--- src/rtl/mem_arbiter.sv ---
// Two-port arbiter/sequencer sharing one single-port memory between fetch (if) and load/store (ls).
// Optional anti-starvation guard for the fetch port: define MEM_ARB_STARVE_GUARD_EN.
module mem_arbiter #(
    parameter int ADDR_W       = 32,
    parameter int DATA_W       = 32,
    parameter int STARVE_LIMIT = 4
) (
    input  logic              clk,
    input  logic              rst,
    input  logic              if_req,
    input  logic [ADDR_W-1:0] if_addr,
    output logic              if_gnt,
    output logic              if_rvalid,
    output logic [DATA_W-1:0] if_rdata,
    input  logic              ls_req,
    input  logic              ls_we,
    input  logic [ADDR_W-1:0] ls_addr,
    input  logic [DATA_W-1:0] ls_wdata,
    input  logic [3:0]        ls_wstrb,
    output logic              ls_gnt,
    output logic              ls_rvalid,
    output logic [DATA_W-1:0] ls_rdata,
    output logic              mem_req,
    output logic              mem_we,
    output logic [ADDR_W-1:0] mem_addr,
    output logic [DATA_W-1:0] mem_wdata,
    output logic [3:0]        mem_wstrb,
    input  logic              mem_ready,
    input  logic              mem_rvalid,
    input  logic [DATA_W-1:0] mem_rdata,
    output logic              busy
);

    if (DATA_W != 32 || STARVE_LIMIT < 1) begin : g_bad_param
        $error("mem_arbiter: DATA_W must be 32 and STARVE_LIMIT must be >= 1");
    end

    typedef enum logic [1:0] {
        IDLE,
        REQ,
        WAIT
    } state_t;

    state_t state;
    state_t state_nxt;
    logic   owner_ls;
    logic   starve_fire;
    logic   ls_win;
    logic   if_win;

    // Fetch wins when it is alone, or when the guard forces it past a waiting ls.
    assign ls_win = ls_req && !starve_fire;
    assign if_win = if_req && !ls_win;

`ifdef MEM_ARB_STARVE_GUARD_EN
    localparam int CNT_W = $clog2(STARVE_LIMIT + 1);
    logic [CNT_W-1:0] starve_cnt;

    assign starve_fire = (starve_cnt == CNT_W'(STARVE_LIMIT)) && if_req && ls_req;

    always_ff @(posedge clk or negedge rst) begin
        if (!rst) begin
            starve_cnt <= '0;
        end else if (state == IDLE) begin
            if (if_win || !if_req) begin
                starve_cnt <= '0;
            end else if (ls_win) begin
                starve_cnt <= starve_cnt + 1'b1;
            end
        end
    end
`else
    assign starve_fire = 1'b0;
`endif

    always_ff @(posedge clk or negedge rst) begin
        if (!rst) begin
            state <= IDLE;
        end else begin
            state <= state_nxt;
        end
    end

    always_comb begin
        state_nxt = state;
        if_gnt    = 1'b0;
        ls_gnt    = 1'b0;
        case (state)
            IDLE: begin
                if_gnt = if_win;
                ls_gnt = ls_win;
                if (if_win || ls_win) begin
                    state_nxt = REQ;
                end
            end
            REQ: begin
                if (mem_ready) begin
                    state_nxt = mem_we ? IDLE : WAIT;
                end
            end
            WAIT: begin
                if (mem_rvalid) begin
                    state_nxt = IDLE;
                end
            end
            default: state_nxt = IDLE;
        endcase
    end

    assign mem_req = (state == REQ);
    assign busy    = (state != IDLE);

    // Command capture at grant, response routing back to the owner.
    always_ff @(posedge clk or negedge rst) begin
        if (!rst) begin
            owner_ls  <= 1'b0;
            mem_we    <= 1'b0;
            mem_addr  <= '0;
            mem_wdata <= '0;
            mem_wstrb <= '0;
            if_rvalid <= 1'b0;
            ls_rvalid <= 1'b0;
            if_rdata  <= '0;
            ls_rdata  <= '0;
        end else begin
            if_rvalid <= 1'b0;
            ls_rvalid <= 1'b0;
            case (state)
                IDLE: begin
                    if (ls_win || if_win) begin
                        owner_ls  <= ls_win;
                        mem_we    <= ls_win && ls_we;
                        mem_addr  <= ls_win ? ls_addr : if_addr;
                        mem_wdata <= ls_win ? ls_wdata : '0;
                        mem_wstrb <= ls_win ? ls_wstrb : 4'b0000;
                    end
                end
                REQ: begin
                    if (mem_ready && mem_we) begin
                        ls_rvalid <= 1'b1;
                        ls_rdata  <= '0;
                    end
                end
                WAIT: begin
                    if (mem_rvalid) begin
                        if (owner_ls) begin
                            ls_rvalid <= 1'b1;
                            ls_rdata  <= mem_rdata;
                        end else begin
                            if_rvalid <= 1'b1;
                            if_rdata  <= mem_rdata;
                        end
                    end
                end
                default: ;
            endcase
        end
    end

endmodule
--- config.mk ---
export PLATFORM = sky130hd
export DESIGN_NAME = mem_arbiter
export DESIGN_NICKNAME = d
export VERILOG_FILES = /design/src/rtl/mem_arbiter.sv
export SDC_FILE = /design/constraint.sdc
export NUM_CORES = 1
export LEC_CHECK = 0
export BUFFER_PORTS_ARGS = -buffer_cell sky130_fd_sc_hd__buf_2
export CAP_MARGIN = 10
export CORE_MARGIN = 2
export CORE_UTILIZATION = 46
export CTS_CLUSTER_SIZE = 16
export DETAILED_ROUTE_END_ITERATION = 7
export PLACE_DENSITY = 0.81
export SETUP_SLACK_MARGIN = 0.02
export SYNTH_ARGS = -nofsm -noshare
export SYNTH_HDL_FRONTEND = slang
export SYNTH_SLANG_ARGS = --single-unit
--- constraint.sdc ---
create_clock -name clk -period 2.1 [get_ports clk]
set_input_delay 0.42 -clock clk [delete_from_list [all_inputs] [get_ports clk]]
set_output_delay 0.42 -clock clk [all_outputs]
set_load 0.02 [all_outputs]
Yosys cells after proc, flatten, opt, wreduce, memory -nomap -nowiden
Cells that the tools add are included.
{"block": "word_totals", "output_inout_bits": 139, "in_bits": 139, "elab_cells": 51, "reg_bits": 138}
{"block": "classes", "n_eq_ne": 7, "n_mux": 21, "reduce_logical": 12, "bitwise_logic": 1}
{"operator": "2-to-1 mux 32 bit", "n": 5}
{"operator": "case mux 32 bit (2 select lines)", "n": 1}
{"operator": "2-to-1 mux 1 bit", "n": 8}
{"operator": "2-to-1 mux 2 bit", "n": 4}
{"operator": "!= test 2 bit (second input constant)", "n": 3}
{"operator": "case mux 2 bit (3 select lines)", "n": 1}
{"operator": "AND reduction 3 bit", "n": 2}
{"operator": "2-to-1 mux 4 bit", "n": 1}
{"operator": "!= test 2 x 1 -> 1 bit (second input constant)", "n": 2}
{"operator": "AND reduction 4 bit", "n": 1}
{"operator": "nonzero test 2 bit", "n": 2}
{"operator": "logical AND 1 bit", "n": 3}
{"operator": "equality test 2 x 1 -> 1 bit (second input constant)", "n": 1}
{"operator": "equality test 2 bit (second input constant)", "n": 1}
{"operator": "zero test 2 bit", "n": 1}
{"operator": "case mux 1 bit (2 select lines)", "n": 1}
{"operator": "AND reduction 2 bit", "n": 1}
{"operator": "zero test 1 bit", "n": 1}
{"operator": "logical OR 1 bit", "n": 1}
{"operator": "inverter 1 bit", "n": 1}

Logic depth before layout (Yosys ltp)
Gate-level depths: netlist of the first run.
{"block": "logic_depth", "word_depth": 5, "mapped_depth": 8, "ltp_nobuf": 5}

Worst setup path before layout of the first run
OpenSTA, ideal clock, no wires.
{"block": "synth_path", "path_kind": "reg2out", "from": "register state[0]", "to": "output if_gnt", "n_path_buf": 2, "stages_incl_launch_ff": 7, "t_required_ns": 1.680, "arrival_ns": 1.407, "path_slack_ns": 0.273, "cell_sequence": "dfrtp_1 > inv_1 > ha_1 > buf_2 > clkbuf_1 > nand2_1 > nor2_1"}
{"block": "synth_via", "elab_chain_len": 2}
{"element": "start, declared", "line": "44", "text": "state_t state;"}
{"element": "start signal, assigned", "line": "80", "text": "state <= state_nxt;"}
{"element": "zero test 2 bit", "line": "88", "text": "case (state)"}
{"element": "2-to-1 mux 1 bit", "line": "88"}
{"element": "end, declared", "line": "12", "text": "output logic if_gnt,"}
No other way between the ends.

Worst setup path after layout of the first run
Same ends and word-level chain as after synthesis.

==> results of run 1 <==
==> worst max-delay path by stage <==
stage	end	slack [ns]
after floorplan	if_gnt	0.27
after global placement	ls_rdata[26]	0.23
after detailed placement	ls_rdata[26]	0.19
after CTS	if_gnt	0.04
after global routing	if_gnt	0.05
final	if_gnt	0.16
==> critical path: stages, from the launching register on <==
cell and delay [ns]:
dfrtp_1 0.41, inv_2 0.11, ha_2 0.21, nand2_1 0.06
nor2_1 0.15, buf_4 0.18
==> metal layers <==
| metal | part of all wire | wire length [um] | global-route usage |
|---|---|---|---|
| met3 | 0.072 | 1180 | 0.06606 |
| met4 | 0.022 | 361 | 0.09191 |
| met2 | 0.50 | 8197 | 0.3957 |
| met5 | 0 | 0 | 0 |
| met1 | 0.40 | 6585 | 0.2907 |
==> power by group <==
group	leakage [nW]	total [W]	switching, W	internal, W
clock	0.300	0.00301	0.00107	0.00194
combinational	2.46	0.00629	0.00413	0.00216
sequential	1.76	0.00472	0.000753	0.00397
==> cell usage after synthesis (all sizes together) <==
cell	n
nand2	155
dfrtp	138
o21ai	65
nand3	58
mux2i	34
mux2	32
o211ai	32
clkbuf	26
buf	20
ha	6
inv	4
nor2b	3
a21boi	2
and2	2
nor2	2
a211oi	1
nand2b	1
nand3b	1
nor3	1
o32a	1
or2	1
==> registers in the layout, indices dropped and copies added (netlist names) <==
| signal | cells |
|---|---|
| state | 2 |
| ls_rdata | 32 |
| owner_ls | 1 |
| mem_we | 1 |
| mem_wdata | 32 |
| if_rvalid | 1 |
| if_rdata | 32 |
| mem_addr | 32 |
| ls_rvalid | 1 |
| mem_wstrb | 4 |
==> what timing repair did <==
| item | CTS | global route |
|---|---|---|
| gates resized for setup | 0 | 3 |
| endpoints found under the setup margin | 0 | 1 |
| hold buffers | 1 | 0 |
| hold endpoints to repair | 48 | 0 |
==> cell type report <==
type | count | area (um2)
tap | 176 | 220.2
multi-input combinational | 397 | 2484
timing repair buffer | 296 | 1605
fill | 1135 | 4757
clock inverter | 6 | 83.83
clock buffer | 26 | 519.2
inverter | 4 | 15.01
sequential | 138 | 3453
==> cells by family after synthesis <==
group	count (synthesis)
flops	138
fa+ha+maj	6
buf+inv	50
simple gates	224
mux	66
compound gates	101
==> cell usage in the layout, fill, tap and decap left out, types with 3 or more instances in the layout <==
cell type / n
buf_12: 5
buf_2: 274
buf_4: 15
clkbuf_1: 3
clkbuf_16: 17
clkbuf_8: 6
clkinv_2: 3
dfrtp_1: 138
ha_1: 5
mux2_2: 32
mux2i_1: 33
nand2_1: 155
nand3_1: 58
o211ai_2: 30
o21ai_0: 64
==> metrics by stage <==
| step | hold slack [ns] | total power, W | utilization |
|---|---|---|---|
| 4_1_cts | 0.2167 | 0.01415 | 0.6377 |
| 5_1_grt | 0.2280 | 0.01492 | 0.6379 |
| 3_3_place_gp | 0.3962 | 0.01090 | 0.5910 |
| 6_report | 0.2355 | 0.01402 | 0.6379 |
| 3_5_place_dp | 0.4001 | 0.01108 | 0.5910 |
| 2_1_floorplan | 0.1244 | 0.008748 | - |
==> results_dict.tcl, run 1 <==
set metrics [dict create \
    worstPathArrival_ns 1.52 \
    place_area_mm2 0.007765 \
    syn_area_mm2 0.006145 \
    overflow 0 \
    synth.ff_latch_count 138 \
    synth.distinct_cells 24 \
    r2r_start "state[0]" \
    finClkSkew_ns 0.009792 \
    gp_congestion 0.7863 \
    crit_path_end_kind "primary output" \
    startpoint_type "flop" \
    holdPathStages 3 \
    dieArea_mm2 0.01430 \
    fin_nets 999 \
    post-dp-hpwl_um 11760 \
    status "complete, no violations" \
    synthXorXnorAreaFrac 0 \
    max-vdd-ir-drop_v 0.0008758 \
    power.density_mw_per_mm2 1673 \
    synth.largest_area_cell "dfrtp_1" \
    setup_ws_ns 0.1604 \
    initial_core_util 0.4677 \
    rr_worst_depth 6 \
    drt-total-wl_um 16320 \
    rows 42 \
    grt_pass1_vias 5114 \
    cts_tree "built" \
    yosysTopAreaCellShare 0.5620 \
    drc_errors 0 \
    rsz0062_at_grt "no" \
    synthMuxAreaShare 0.1140 \
    portBuffers 277 \
    synth_nets 730 \
    dr.pass1.iters 6 \
    synth_top_family_by_area "simple AND/OR/NAND/NOR gates" \
    synth_compound_area_frac 0.1218 \
    max_cap_viol_count 0 \
    min-delay-start "ls_wdata[0]" \
    coreArea_mm2 0.01314 \
    grt_max_degree 75 \
    max-clock-path-buffers 2 \
    numCtsBuffers 17 \
    worst_slew_pin_slew_ns 0.5734 \
    groute.usage.overall 0.2363 \
    clock.fmax_mhz 515.6 \
    setup_viol 0 \
    via_per_inst 5.052 \
    relSlewSlack 0.6177 \
    synth-simple-area-share 0.1523 \
    p_leak_nw 4.525 \
    startpoint "state[0]" \
    holdPathEnd "mem_wdata[0]" \
    htree_levels 4 \
    die_x_um 119.6 \
    tns_ns 0 \
    grt_pass1_wl_um 26370 \
    fin_area_mm2 0.008381 \
    slew_viol_final 0 \
    yosys-top-cells-area "dfrtp_1, nand2_1, o211ai_2" \
    area_delta_synth_final_pct 36.39 \
    fin_crit_ns 1.940 \
    yosysSeqAreaShare 0.5620 \
    crit_type "reg2out" \
    drt_iter0_markers 303 \
    cp_max_fo 4 \
    ctsRootBufferMaster "clkbuf_16" \
    num_io_pins 278 \
    postRouteAntennaNets 0 \
    drive_gt1_frac 0.4544 \
    clk_latency_ns 0.41 \
    clkTransAtPathRegs_ns 0.06 \
    cp_data_required_time_ns 1.68 \
    pre_cts_ws_ns 0.1852 \
    post-place-cells 1010 \
    r2r_setup_slack_ns 0.27 \
    synthAdderAreaFrac 0.01222 \
    synth.yosys.warnings 0 \
    min_path_type "in2reg" \
    final_cells 1043 \
    vias 5269 \
    num_antenna_cells 0 \
    detail_route.wl_per_cell_um 15.65 \
    synthCells 585 \
    syn_area_per_cell_um2 10.50 \
    cts_sinks 138 \
    period_share 0.9236 \
    die_h_um 119.6 \
    hold_violations 0 \
    antenna_found_initial 0 \
    cts_setup_buffers 0 \
    r2r_end "ls_rdata[26]" \
]
Power figures use the tool's default switching activity.
==> inputs of run 2 (changes only) <==
Clock period 2.1 ns to 2 ns, I/O delays scaled along.
==> results_dict.tcl, run 2 (synthesis results as in run 1) <==
set metrics [dict create \
    grt_pass1_vias 5204 \
    r2r_setup_slack_ns 0.22 \
    grt_pass1_wl_um 26080 \
    die_h_um 119.6 \
    clkTransAtPathRegs_ns 0.06 \
    worst_slew_pin_slew_ns 0.4826 \
    vias 5299 \
    via_per_inst 5.071 \
    cp_data_required_time_ns 1.60 \
    relSlewSlack 0.6783 \
    cp_max_fo 3 \
    coreArea_mm2 0.01314 \
    postRouteAntennaNets 0 \
    drt_iter0_markers 314 \
    detail_route.wl_per_cell_um 15.51 \
    dr.pass1.iters 5 \
    ctsRootBufferMaster "clkbuf_16" \
    r2r_end "ls_rdata[26]" \
    r2r_start "state[0]" \
    startpoint_type "flop" \
    layout_common_cells "buf_2, nand2_1, dfrtp_1" \
    num_io_pins 278 \
    clock.fmax_mhz 521.8 \
    crit_path_end_kind "primary output" \
    post-place-cells 1010 \
    overflow 0 \
    groute.usage.overall 0.2347 \
    dieArea_mm2 0.01430 \
    holdPathStages 3 \
    min-delay-start "ls_wdata[28]" \
    fin_crit_ns 1.917 \
    antenna_found_initial 0 \
    cts_sinks 138 \
    max-clock-path-buffers 2 \
    period_share 0.9583 \
    worstPathArrival_ns 1.52 \
    whs_ns 0.2116 \
    p_leak_nw 4.550 \
    fin_nets 1002 \
    crit_type "reg2out" \
    min_path_type "in2reg" \
    final_cells 1045 \
    die_x_um 119.6 \
    area_delta_synth_final_pct 37.37 \
    grt_max_degree 75 \
    portBuffers 277 \
    drt-total-wl_um 16210 \
    gp_congestion 0.7919 \
    setup_viol 0 \
    max_cap_viol_count 0 \
    hold_violations 0 \
    rr_worst_depth 7 \
    rows 42 \
    finClkSkew_ns 0.007037 \
    power.density_mw_per_mm2 1767 \
    p_total_w 0.01491 \
    num_antenna_cells 0 \
    cts_tree "built" \
    status "complete, no violations" \
    initial_core_util 0.4677 \
    drive_gt1_frac 0.4591 \
    tns_ns 0 \
    final_common_cell "buf_2" \
    slew_viol_final 0 \
    drc_errors 0 \
    nFillCells 1111 \
    holdPathEnd "mem_wdata[28]" \
    max-vdd-ir-drop_v 0.0007569 \
    htree_levels 4 \
    post-dp-hpwl_um 11820 \
    numCtsBuffers 17 \
    rsz0062_at_grt "yes" \
    clk_latency_ns 0.41 \
]
[run 2: repair_timing]
action                                 CTS  global route
resized for setup                        4             1
setup endpoints to repair                1             1
setup buffers                            0             3
endpoints found under the hold margin   39             0
hold buffers                             1             0
[run 2: metal layers]
| metal | GRT usage | vias up | wire length, um |
|---|---|---|---|
| met5 | 0 | - | 0 |
| met4 | 0.09706 | 0 | 214 |
| met3 | 0.05846 | 16 | 1087 |
| met2 | 0.4018 | 225 | 8318 |
| met1 | 0.2834 | 2500 | 6585 |
| li1 | - | 2558 | - |
[run 2: worst max path at each step]
stage,slack (ns),from,to,cells past startpoint
final,0.08,state[0],ls_gnt,5
after global routing,-0.01,state[0],ls_gnt,5
after CTS,0.02,state[0],if_gnt,5
after detailed placement,0.31,state[0],ls_rdata[6],6
after global placement,0.34,state[0],ls_rdata[25],6
after floorplan,0.19,state[0],if_gnt,6
[run 2: stage by stage]
| step | worst slack (ns) | area [um2] | utilization |
|---|---|---|---|
| 6_report | 0.08341 | 8441 | 0.6425 |
| 2_1_floorplan | 0.1926 | 6145 | - |
| 5_1_grt | -0.01298 | 8441 | 0.6425 |
| 3_5_place_dp | 0.3144 | 7777 | 0.5920 |
| 4_1_cts | 0.02478 | 8416 | 0.6406 |
| 3_3_place_gp | 0.3449 | 7777 | 0.5920 |
[run 2: cell type report]
class,instances,area (um2),share of cell area
clock inverter,12,172.7,0.02046
timing repair buffer,299,1640,0.1943
tap,176,220.2,0.02609
clock buffer,19,442.9,0.05248
inverter,4,15.01,0.001779
multi-input combinational,397,2496,0.2957
sequential,138,3453,0.4091
[run 2: where the power goes]
part | total [W] | switching [W] | internal, W | leakage, nW
Clock | 0.00327 | 0.00116 | 0.00211 | 0.299
Combinational | 0.00668 | 0.00433 | 0.00234 | 2.49
Sequential | 0.00496 | 0.000800 | 0.00416 | 1.76
[run 2: critical path, cell delays in order, from the launching register on]
cell and delay [ns]:
dfrtp_1 0.39, inv_2 0.07, buf_4 0.14, ha_1 0.21, and2_1 0.13, buf_2 0.16
==> inputs of run 3 (changes only) <==
Settings changed: ABC_AREA set to 1, CORE_MARGIN 2 to 3.
==> results_dict.tcl, run 3 <==
set metrics [dict create \
    status "complete, no violations" \
    fin_nets 1205 \
    synthCells 788 \
    tns_ns 0 \
    r2r_setup_slack_ns 0.39 \
    drt_iter0_markers 439 \
    clk_latency_ns 0.41 \
    setup_ws_ns 0.1527 \
    area_delta_synth_final_pct 36.57 \
    max-vdd-ir-drop_v 0.0008047 \
    initial_core_util 0.4786 \
    switching_share 0.4248 \
    rows 41 \
    synth_nets 933 \
    synth_common_cells "nand2_1, dfrtp_1, inv_1" \
    htree_levels 4 \
    coreArea_mm2 0.01282 \
    p_total_w 0.01446 \
    r2r_end "ls_rdata[22]" \
    rsz0062_at_grt "no" \
    setup_viol 0 \
    grt_use_met1 0.2946 \
    finClkSkew_ns 0.005373 \
    groute.usage.overall 0.2400 \
    fin_crit_ns 1.847 \
    cp_data_required_time_ns 1.60 \
    cp_max_fo 4 \
    synth_ff_type "dfrtp_1" \
    cts_sinks 138 \
    grtUsageMet2 0.4038 \
    clock.fmax_mhz 541.3 \
    detail_route.wl_per_cell_um 14.07 \
    seq_area_mm2 0.003453 \
    power.density_mw_per_mm2 1725 \
    max-clock-path-buffers 2 \
    met3_usage 0.07133 \
    post-place-cells 1212 \
    dr.pass1.iters 5 \
    yosysSeqAreaShare 0.5626 \
    grt_pass1_wl_um 27960 \
    synth.yosys.warnings 0 \
    grt_max_degree 44 \
    synth-edff-count 0 \
    drt-total-wl_um 17510 \
    seq_power_share 0.335 \
    crit_type "reg2out" \
    final_cells 1245 \
    synth.largest_area_cell "dfrtp_1" \
    rr_worst_depth 9 \
    holdPathStages 3 \
    die_x_um 121.5 \
    post-dp-hpwl_um 12570 \
    p_leak_nw 5.337 \
    yosys-top-cells-area "dfrtp_1, nand2_1, nand4_1" \
    nFillCells 1141 \
    hold_violations 0 \
    async_flop_share 1.000 \
    slew_viol_final 0 \
    layout_common_cells "nand2_1, buf_2, dfrtp_1" \
    num_io_pins 278 \
    clkTransAtPathRegs_ns 0.06 \
    crit_path_end_kind "primary output" \
    grt_pass1_vias 5602 \
    max_cap_viol_count 0 \
    ctsRootBufferMaster "clkbuf_16" \
    pwr-share-clk 0.240 \
    pre_cts_ws_ns 0.2777 \
    cts_setup_buffers 0 \
    vias 5942 \
    portBuffers 277 \
    whs_ns 0.1756 \
    drive_gt1_frac 0.3094 \
    period_share 0.9236 \
    yosysTopAreaCellShare 0.5626 \
    gp_congestion 0.8484 \
    num_antenna_cells 0 \
    startpoint_type "flop" \
    antenna_found_initial 2 \
    top_usage_layer "met2" \
    numCtsBuffers 17 \
    drc_errors 0 \
    via_per_inst 4.773 \
    r2r_start "state[0]" \
    die_h_um 121.5 \
    synth.most_common_cell "nand2_1" \
    power.switching_w 0.006144 \
    min_path_type "in2reg" \
    p_int_w 0.008320 \
    holdPathEnd "mem_wdata[0]" \
    synth.ff_latch_count 138 \
    multi_input_area_mm2 0.002305 \
    postRouteAntennaNets 0 \
    worstPathArrival_ns 1.45 \
    synth.distinct_cells 19 \
    relSlewSlack 0.6925 \
    overflow 0 \
    p_comb_frac 0.425 \
    dieArea_mm2 0.01477 \
    min-delay-start "ls_wdata[0]" \
    worst_slew_pin_slew_ns 0.4612 \
    final_common_cell "nand2_1" \
    cts_tree "built" \
    syn_area_mm2 0.006138 \
    syn_area_per_cell_um2 7.790 \
]
## run 3: changes by cell type after synthesis, moves of 4 or more
cell      change
clkbuf_1     -14
buf_4         +4
mux2_2       -32
nand3_1      -52
mux2i_1      -34
inv_1        +41
nand4_1      +34
nand2_1     +354
o211ai_2     -30
o21ai_0      -64
## run 3: critical path, stage by stage (launching register included)
cell and delay, ns:
dfrtp_1 0.41, inv_2 0.13, ha_4 0.17, inv_1 0.05, nor3_2 0.10, buf_4 0.17
## run 3: worst max-delay path by stage
stage | startpoint | end | slack [ns] | depth (start not counted)
finish | state[0] | if_gnt | 0.15 | 5
global route | state[0] | if_gnt | 0.04 | 5
CTS | state[0] | if_gnt | 0.05 | 5
detailed placement | state[0] | mem_wdata[30] | 0.28 | 6
global placement | state[0] | mem_wstrb[2] | 0.34 | 6
floorplan | ls_req | if_gnt | 0.33 | 3
## run 3: power groups by stage
stage               clock network (W)  logic (W)  registers (W)
CTS                           0.00354    0.00622        0.00484
floorplan                           0    0.00230        0.00642
global placement                    0    0.00605        0.00481
global route                  0.00368    0.00675        0.00501
finish                        0.00347    0.00615        0.00484
detailed placement                  0    0.00618        0.00482
## run 3: stage by stage
step	util	instance area, um2
finish	0.6537	8383
floorplan	-	6138
detailed placement	0.5997	7691
global placement	0.5997	7691
CTS	0.6533	8378
global route	0.6537	8383
## run 3: cell families after synthesis
| family | after synthesis | synth area share |
|---|---|---|
| buffers and inverters | 88 | 0.06482 |
| adders and majority gates | 6 | 0.01223 |
| and+or+nand+nor | 554 | 0.3583 |
| AOI/OAI and AO/OA | 2 | 0.002038 |
| DFF | 138 | 0.5626 |
## run 3: cell type report
class	count	area share
clock inverter	10	0.02239
multi-input combinational	562	0.2749
timing repair buffer	295	0.1873
clock buffer	22	0.05657
sequential	138	0.4119
inverter	46	0.02119
tap	172	0.02567
## run 3: what timing repair did
action                     4_1_cts  5_1_grt
resized for setup                5        1
hold endpoints to repair        40        0
hold buffers                     1        0
setup endpoints to repair        1        1
## run 3: routing by layer
| metal | share of wire | vias up |
|---|---|---|
| met5 | 0.0013 | - |
| met4 | 0.017 | 4 |
| met3 | 0.084 | 28 |
| met2 | 0.49 | 274 |
| met1 | 0.40 | 2708 |
| li1 | - | 2928 |
